[src/rtl/glyph_pkg.sv]
// Shared constants and state encoding for the glyph ROM row packer.
package glyph_pkg;

  localparam int unsigned GLYPH_W = 8;   // pixels per row
  localparam int unsigned GLYPH_H = 16;  // rows per glyph
  localparam int unsigned ADDR_W  = 7;   // log2(GLYPH_W * GLYPH_H)
  localparam int unsigned ROW_W   = 4;   // log2(GLYPH_H)
  localparam int unsigned COL_W   = 3;   // log2(GLYPH_W)

  typedef enum logic [2:0] {
    IDLE,
    FETCH,
    DRAIN,
    EMIT,
    DONE
  } state_e;

endpackage

[src/rtl/glyph_row_shift.sv]
// Serial-in / parallel-out register: shifts left with din entering at bit 0,
// so the first bit captured ends up in the MSB after Width captures.
module glyph_row_shift #(
  parameter int unsigned Width = 8
) (
  input  logic             clock,
  input  logic             clear,
  input  logic             enable,
  input  logic             din,
  output logic [Width-1:0] dout
);

  logic [Width-1:0] shift_q;

  // Clear has priority; otherwise shift in one bit per enabled cycle.
  always_ff @(posedge clock) begin
    if (clear) begin
      shift_q <= '0;
    end else if (enable) begin
      shift_q <= {shift_q[Width-2:0], din};
    end
  end

  assign dout = shift_q;

endmodule

[src/rtl/glyph_row_packer.sv]
// Scans a 1-bit 8x16 glyph ROM in row-major order and hands each row
// downstream as a packed byte over a valid/ready handshake.
module glyph_row_packer
  import glyph_pkg::*;
(
  input  logic               clock,
  input  logic               reset,
  input  logic               start,
  output logic               busy,
  output logic [ADDR_W-1:0]  rom_address,
  input  logic               rom_q,
  output logic [GLYPH_W-1:0] row_data,
  output logic [ROW_W-1:0]   row_index,
  output logic               row_valid,
  input  logic               row_ready,
  output logic               done
);

  state_e           state_q, state_d;
  logic [ROW_W-1:0] row_q, row_d;
  logic [COL_W-1:0] col_q, col_d;
  // ROM q lags the address by one cycle, so capture trails FETCH by one.
  logic             cap_q;

  // State, counters and capture-enable registers.
  always_ff @(posedge clock) begin
    if (reset) begin
      state_q <= IDLE;
      row_q   <= '0;
      col_q   <= '0;
      cap_q   <= 1'b0;
    end else begin
      state_q <= state_d;
      row_q   <= row_d;
      col_q   <= col_d;
      cap_q   <= (state_q == FETCH);
    end
  end

  // Next-state, counter updates and all control outputs.
  always_comb begin
    state_d     = state_q;
    row_d       = row_q;
    col_d       = col_q;
    busy        = 1'b0;
    rom_address = '0;
    row_valid   = 1'b0;
    done        = 1'b0;
    unique case (state_q)
      IDLE: begin
        if (start) begin
          state_d = FETCH;
          row_d   = '0;
          col_d   = '0;
        end
      end
      FETCH: begin
        busy        = 1'b1;
        rom_address = {row_q, col_q};
        col_d       = col_q + COL_W'(1);
        if (col_q == COL_W'(GLYPH_W - 1)) begin
          state_d = DRAIN;
        end
      end
      DRAIN: begin
        busy    = 1'b1;
        state_d = EMIT;
      end
      EMIT: begin
        busy      = 1'b1;
        row_valid = 1'b1;
        if (row_ready) begin
          if (row_q == ROW_W'(GLYPH_H - 1)) begin
            state_d = DONE;
          end else begin
            state_d = FETCH;
            row_d   = row_q + ROW_W'(1);
            col_d   = '0;
          end
        end
      end
      DONE: begin
        busy    = 1'b1;
        done    = 1'b1;
        state_d = IDLE;
      end
      default: state_d = IDLE;
    endcase
  end

  assign row_index = row_q;

  glyph_row_shift #(
    .Width (GLYPH_W)
  ) u_shift (
    .clock  (clock),
    .clear  (reset),
    .enable (cap_q),
    .din    (rom_q),
    .dout   (row_data)
  );

endmodule

[config.mk]
export PLATFORM = sky130hd
export DESIGN_NAME = glyph_row_packer
export DESIGN_NICKNAME = d
export VERILOG_FILES = /design/src/rtl/glyph_pkg.sv /design/src/rtl/glyph_row_shift.sv /design/src/rtl/glyph_row_packer.sv
export SDC_FILE = /design/constraint.sdc
export NUM_CORES = 1
export LEC_CHECK = 0
export ABC_AREA = 1
export BUFFER_PORTS_ARGS = -buffer_cell sky130_fd_sc_hd__buf_2
export CAP_MARGIN = 20
export CORE_UTILIZATION = 51
export DETAILED_ROUTE_END_ITERATION = 8
export PLACE_DENSITY = 0.77
export SLEW_MARGIN = 20
export SYNTH_ARGS = -nofsm -noshare
export SYNTH_HDL_FRONTEND = slang
export SYNTH_HIERARCHICAL = 1
export SYNTH_SLANG_ARGS = --single-unit
[constraint.sdc]
create_clock -name clock -period 1.5 [get_ports clock]
set_input_delay 0.3 -clock clock [delete_from_list [all_inputs] [get_ports clock]]
set_output_delay 0.3 -clock clock [all_outputs]
set_load 0.01 [all_outputs]
==> results by group, run 1 <==
Outcome
  • Outcome: finished with violations
  • Failing checks: setup timing

Timing
  • Post-route clock skew: roughly 0.0096 ns
  • Max_slew headroom: around 70%
  • Crit path time final: ~1.7 ns
  • Final setup fails: 9
  • Fin crit share: 111.5%
  • Setup TNS: -0.7441 ns
  • PnR worst setup slack: -0.1725 ns
  • Max Fclk: roughly 600 MHz
  • RSZ-0062 raised after global routing: true
  • Actual slew at the worst max-slew pin: around 0.46 ns
  • Fin. Hold Viols: 0
  • Max-slew violations: 0

Layout
  • Diode count: 0
  • Final instance area: approximately 0.0013 sq mm
  • Nets: 203
  • Area delta synth->final: 24.97%
  • Share of cells above drive strength 1: slightly above 30%

GRT
  • Initial antenna violation count: 0
  • Remaining global-route overflow: 0
  • Vias in the first global route: ~850
  • Global-route wire length before repair: roughly 3.5 mm
  • Largest net degree at the start of global routing: 17
  • Gr usage total: a little under a quarter

Logic synthesis
  • Synth cell types: 21
  • Synth top area share: approximately 37%
  • Yosys reg bits: 19
  • Share of flip-flops with an asynchronous set or reset: 0%
  • Mean Syn Cell Area: around 6.5 sq um
  • EDFF count, synth: 0
  • Synth area leader: dfxtp_1
  • Synth Instances: 160
  • Yosys warns: 6
  • Ys flop type: dfxtp_1
  • Synthesized area: ~0.0010 sq mm
  • Post-synthesis net count: roughly 170
  • Most frequent cells after synthesis: nand2_1 (40), nor2_1 (40), inv_1 (22)
  • Sequential share of the synthesized area: 36.85%
  • Synth area leaders: dfxtp_1 (37%), nand2_1 (15%), nor2_1 (15%), inv_1 (8.0%), nand3_1 (3.9%)

Job
  • Maxcap violations: 0

Routing
  • DR vias: 1074
  • Drt pass-1 iters: 5
  • DRT antenna net count: 0
  • Drt drc: 0
  • Average routed wire per standard cell: roughly 11 um
  • DR vias/cell: ~4.9
  • Initial DRC count: 52
  • Routed WL: about 2.4 mm

Floorplan
  • Die X: about 47 um
  • Die extent in y: 46.99 um
  • Cell Rows: 15
  • Core ar.: 0.001802 sq mm
  • Ports: 27
  • Full die area: approximately 0.0022 sq mm
  • Initial Utilization: 57.29%

Worst setup path
  • Critical Path AT: around 1.4 ns
  • Reg-to-Reg Start: state_q[1]$_SDFFE_PP0P_
  • Nature of the critical path endpoint: output pin
  • Setup crit start kind: register
  • CP max FO: 4
  • CP required: about 1.2 ns
  • Crit Path Class: reg2out
  • CP startpoint: state_q[2]$_SDFFE_PP0P_

Clock network
  • CTS tree: done
  • Worst-path clk slew: between 0.1 and 0.15 ns
  • TritonCTS buffer count: 3
  • # hold bufs at CTS: 0
  • CTS sink count: 19
  • CTS HTree Levels: 1
  • Clock latency on the worst-skew pair: about 0.30 ns
  • CTS max path bufs: 2
  • Root Buffer: clkbuf_4

Place
  • IO buf count: 26
  • Cell Area, Placed: 0.001186 sq mm
  • Final weighted congestion in routability-driven placement: approximately 0.84
  • DP HPWL: ~1.6 mm

Power and ir drop
  • Clk pwr share: a little over a fifth
  • Net switching power: around 0.45 mW
  • Pwr per Cell Area: just under 1000 mW/mm^2
  • Logic pwr share: a little under a third
  • Reg power frac: 48.4%
  • Maximum vdd drop: about 710 uV
  • Pleak: about 0.7 nW
  • Sw Ratio: 35.51%
  • Int Power: 0.8126 mW

Worst hold path
  • Hold Path Origin: reset
  • Tightest Hold Check Type: in2reg
cell families after synthesis:
| group | synth area share, % |
|---|---|
| and+or+nand+nor | 42.55 |
| buffers and inverters | 12.00 |
| DFF | 36.85 |
| AOI/OAI and AO/OA | 4.120 |
| adders and majority gates | 3.637 |
| xor gates and xnor gates | 0.8486 |
power groups by stage:
stage               Sequential [mW]  Clock (mW)  Combinational [mW]
floorplan                     0.619           0               0.247
global placement              0.612           0               0.339
CTS                           0.604       0.274               0.359
detailed placement            0.616           0               0.350
global route                  0.619       0.300               0.428
finish                        0.609       0.269               0.382
layout by cell type (no fill, tap or decap):
cell	instances
nand3_1	8
dfxtp_4	3
ha_1	3
clkinvlp_4	1
a31oi_1	2
nor2_2	3
inv_2	3
or2_1	1
inv_1	21
nand2_2	6
buf_2	26
nor2_1	37
o21ai_0	3
buf_4	7
nor2_4	4
nand2_1	36
clkbuf_4	3
a21oi_1	3
clkinv_1	1
nand2_4	3
nor3_1	2
dfxtp_1	16
xor2_1	1
or3_1	1
stage by stage:
step	power [mW]	hold WS, ns	setup slack [ns]	cells	util, %
global placement	0.9507	0.4544	0.1785	211	65.83
CTS	1.237	0.2224	-0.1348	218	69.51
finish	1.260	0.2285	-0.1725	219	71.60
detailed placement	0.9661	0.4723	0.1276	211	65.83
floorplan	0.8667	0.3691	0.09484	160	-
global route	1.347	0.2198	-0.2562	219	71.60
area by class of cell:
cell class                      count  area (sq um)
Timing Repair Buffer               33         182.7
Clock inverter                      1         7.507
Inverter                           25         93.84
Fill cell                         161         511.7
Clock buffer                        3         22.52
Multi-Input combinational cell    113         560.5
Sequential cell                    19         391.6
Tap cell                           25         31.28
flip-flops by register name, summed over array words and instances (netlist names):
| register | flops |
|---|---|
| state_q | 3 |
| u_shift/dout | 8 |
| col_q | 3 |
| row_index | 4 |
| cap_q | 1 |
worst max-delay path, stage by stage, from the launching register on:
cell and delay [ns]:
dfxtp_4 0.43, nor2_4 0.05, nand2_2 0.07, nand2_2 0.05, or3_1 0.32, buf_2 0.16
final timing paths:
check,end,slack [ns],cells after the start
worst max register to register,row_index[1]$_SDFFE_PP0P_,0.06,10
worst min-delay path,state_q[1]$_SDFFE_PP0P_,0.23,2
worst min register to register,u_shift/dout[2]$_SDFFE_PP0P_,0.49,2
worst max-delay path,busy,-0.17,5
per-layer routing:
metal  wire, um  track usage, %  up-vias
li1           -               -      549
met1       1040           27.74      464
met2       1141           36.67       55
met3        181           5.385        6
met4         46           13.71        0
met5          0               0        -
what timing repair did:
action | in CTS | in global routing
setup endpoints to repair | 10 | 15
setup buffers | 3 | 1
pin swaps | 2 | 6
gates resized for setup | 7 | 10
No activity file was read; power rests on OpenSTA's default activity.
==> run 2, diff against run 1 <==
clock period = 1.6 ns   (was 1.5 ns; I/O delays follow)
==> run 2 against run 1 <==
  * Via count is 2.8% lower
  * Worst hold slack better by 0.017 ns
  * Clock skew shrank 0.0053 ns
  * The flow still finishes with violations (setup timing)
  * Flip-flop and latch count unchanged
  * Die area unchanged
  * Sequential share of layout area shrank 0.49 points
  * Clock power fell by 9.3%
  * Wire length decreased by 5.0%
  * Non-clock buffer count stayed put
  * Utilization rose by 1.2 points
  * Critical path type unchanged
  * Global-route usage hardly changed
==> results by group, run 2 (synthesized netlist as in run 1, its figures left out) <==
Outcome
  • Outcome: finished with violations
  • Failing checks: setup timing

Routing
  • Routed WL: ~2.3 mm
  • DR vias/cell: 4.767
  • DRT antenna net count: 0
  • Drt drc: 0
  • Average routed wire per standard cell: about 10 um
  • Initial DRC count: 15
  • Drt pass-1 iters: 4
  • DR vias: between 1000 and 1500

Power and ir drop
  • Logic pwr share: between 30% and 40%
  • Sw Ratio: 35.15%
  • Maximum vdd drop: 497.2 uV
  • Pleak: between 0.6 and 0.7 nW
  • Tot Pwr: 1.184 mW
  • Net switching power: approximately 0.42 mW
  • Pwr per Cell Area: between 900 and 1000 mW/mm^2
  • Clk pwr share: 20.6%
  • Reg power frac: 48.7%
  • Int Power: around 0.77 mW

Clock network
  • Worst-path clk slew: 0.11 ns
  • CTS sink count: 19
  • CTS max path bufs: 2
  • CTS HTree Levels: 1
  • TritonCTS buffer count: 3
  • Clock latency on the worst-skew pair: approximately 0.29 ns
  • Root Buffer: clkbuf_4
  • # hold bufs at CTS: 0
  • CTS tree: done

Floorplan
  • Die extent in y: between 40 and 50 um
  • Die X: between 40 and 50 um
  • Core ar.: 0.001802 sq mm
  • Initial Utilization: a little under three fifths
  • Cell Rows: 15
  • Ports: 27
  • Full die area: about 0.0022 sq mm

GRT
  • Gr usage total: between 20 and 25%
  • Remaining global-route overflow: 0
  • Largest net degree at the start of global routing: 17
  • Initial antenna violation count: 0
  • Vias in the first global route: ~880
  • Global-route wire length before repair: 3.546 mm

Timing
  • Post-route clock skew: 0.004293 ns
  • PnR worst setup slack: -0.06606 ns
  • Fin. Hold Viols: 0
  • RSZ-0062 raised after global routing: true
  • Setup TNS: -0.06606 ns
  • Max_slew headroom: around 66%
  • Max-slew violations: 0
  • Max Fclk: approximately 600 MHz
  • Fin crit share: 104.1%
  • Actual slew at the worst max-slew pin: between 0.5 and 0.6 ns
  • Final setup fails: 1
  • Crit path time final: around 1.7 ns

Worst setup path
  • Critical Path AT: roughly 1.4 ns
  • Worst-path cell chain: nor2_4, nand2_4, nand2_2, or3_1, buf_2
  • Worst-path cell with the longest stage delay: dfxtp_4
  • Largest delay share family, worst path: simple AND/OR/NAND/NOR gates
  • CP max FO: 6
  • Buffer and inverter count on the worst path: 1
  • CP required: about 1.3 ns
  • Max incr delay on CP: roughly 0.42 ns
  • Setup crit start kind: register
  • Nature of the critical path endpoint: output pin
  • Crit Path Class: reg2out

Layout
  • Area delta synth->final: 27.03%
  • Diode count: 0
  • Final std cells w/o fill: approximately 220
  • Max FFs per register: 8
  • Nets: around 200
  • Most frequent cells in the layout: nand2_1 (37), nor2_1 (32), buf_2 (25), inv_1 (22), dfxtp_1 (16)
  • Share of cells above drive strength 1: around a third
  • Commonest non-fill, non-tap cell in the layout: nand2_1
  • Fillers: between 100 and 150

Place
  • Placed Cells: 209
  • DP HPWL: ~1.5 mm
  • IO buf count: 26
  • Final weighted congestion in routability-driven placement: ~0.83

Job
  • Maxcap violations: 0

Worst hold path
  • Tightest Hold Check Type: in2reg
==> run 2: cell count changes in the layout (fill, tap and decap cells not counted), moves of 2 or more <==
cell,before,now
buf_6,0,2
nand2_2,6,4
nor2_1,37,32
nor2_2,3,8
==> run 2: path summary, 6_finish.rpt <==
kind / from / to / slack [ns] / depth (start not counted)
min reg2reg: u_shift/dout[7]$_SDFFE_PP0P_ / u_shift/dout[7]$_SDFFE_PP0P_ / 0.48 / 2
max: state_q[1]$_SDFFE_PP0P_ / busy / -0.07 / 5
max reg2reg: state_q[0]$_SDFFE_PP0P_ / col_q[2]$_SDFFE_PP0P_ / 0.14 / 9
min: reset / state_q[1]$_SDFFE_PP0P_ / 0.25 / 2
==> run 2: power by group through the flow <==
stage | registers, mW | clock network (mW) | logic, mW
2_1_floorplan | 0.581 | 0 | 0.232
6_report | 0.576 | 0.244 | 0.364
3_5_place_dp | 0.581 | 0 | 0.312
5_1_grt | 0.585 | 0.275 | 0.411
3_3_place_gp | 0.577 | 0 | 0.305
4_1_cts | 0.574 | 0.252 | 0.329
==> run 2: cell type report <==
type / count / area, sq um / share of cell area, %
Inverter: 25 / 93.84 / 7.156
Clock buffer: 4 / 26.28 / 2.004
Multi-Input combinational cell: 113 / 575.6 / 43.89
Sequential cell: 19 / 391.6 / 29.87
Timing Repair Buffer: 33 / 192.7 / 14.69
Tap cell: 25 / 31.28 / 2.385
==> run 2: worst register-to-register path, stage by stage (launching register included) <==
cell,delay (ns)
dfxtp_4,0.40
nand2_4,0.09
nor2_4,0.04
buf_4,0.13
buf_4,0.15
nand2_2,0.10
o21ai_0,0.09
nor2_1,0.23
nor2_1,0.07
nor2_1,0.10
==> run 2: layer usage <==
layer	GRT usage [%]	routed length (um)	vias up
met5	0	0	-
li1	-	-	550
met4	9.714	28	0
met3	4.615	96	4
met2	38.61	1064	28
met1	28.17	1102	462
==> run 2: timing repair <==
item | 4_1_cts | 5_1_grt
cloned | 0 | 1
pin swaps | 3 | 1
setup endpoints to repair | 8 | 8
gates resized for setup | 14 | 10
buffers inserted | 4 | 1
==> run 2: per-stage QoR <==
stage          utilization [%]  worst slack, ns  hold slack (ns)  area [sq um]
2_1_floorplan                -           0.1748           0.3891          1032
3_3_place_gp             65.00           0.2013           0.4545          1171
3_5_place_dp             65.00           0.1248           0.4612          1171
4_1_cts                  70.21         -0.06162           0.2364          1265
5_1_grt                  72.78          -0.1222           0.2527          1311
6_report                 72.78         -0.06606           0.2458          1311
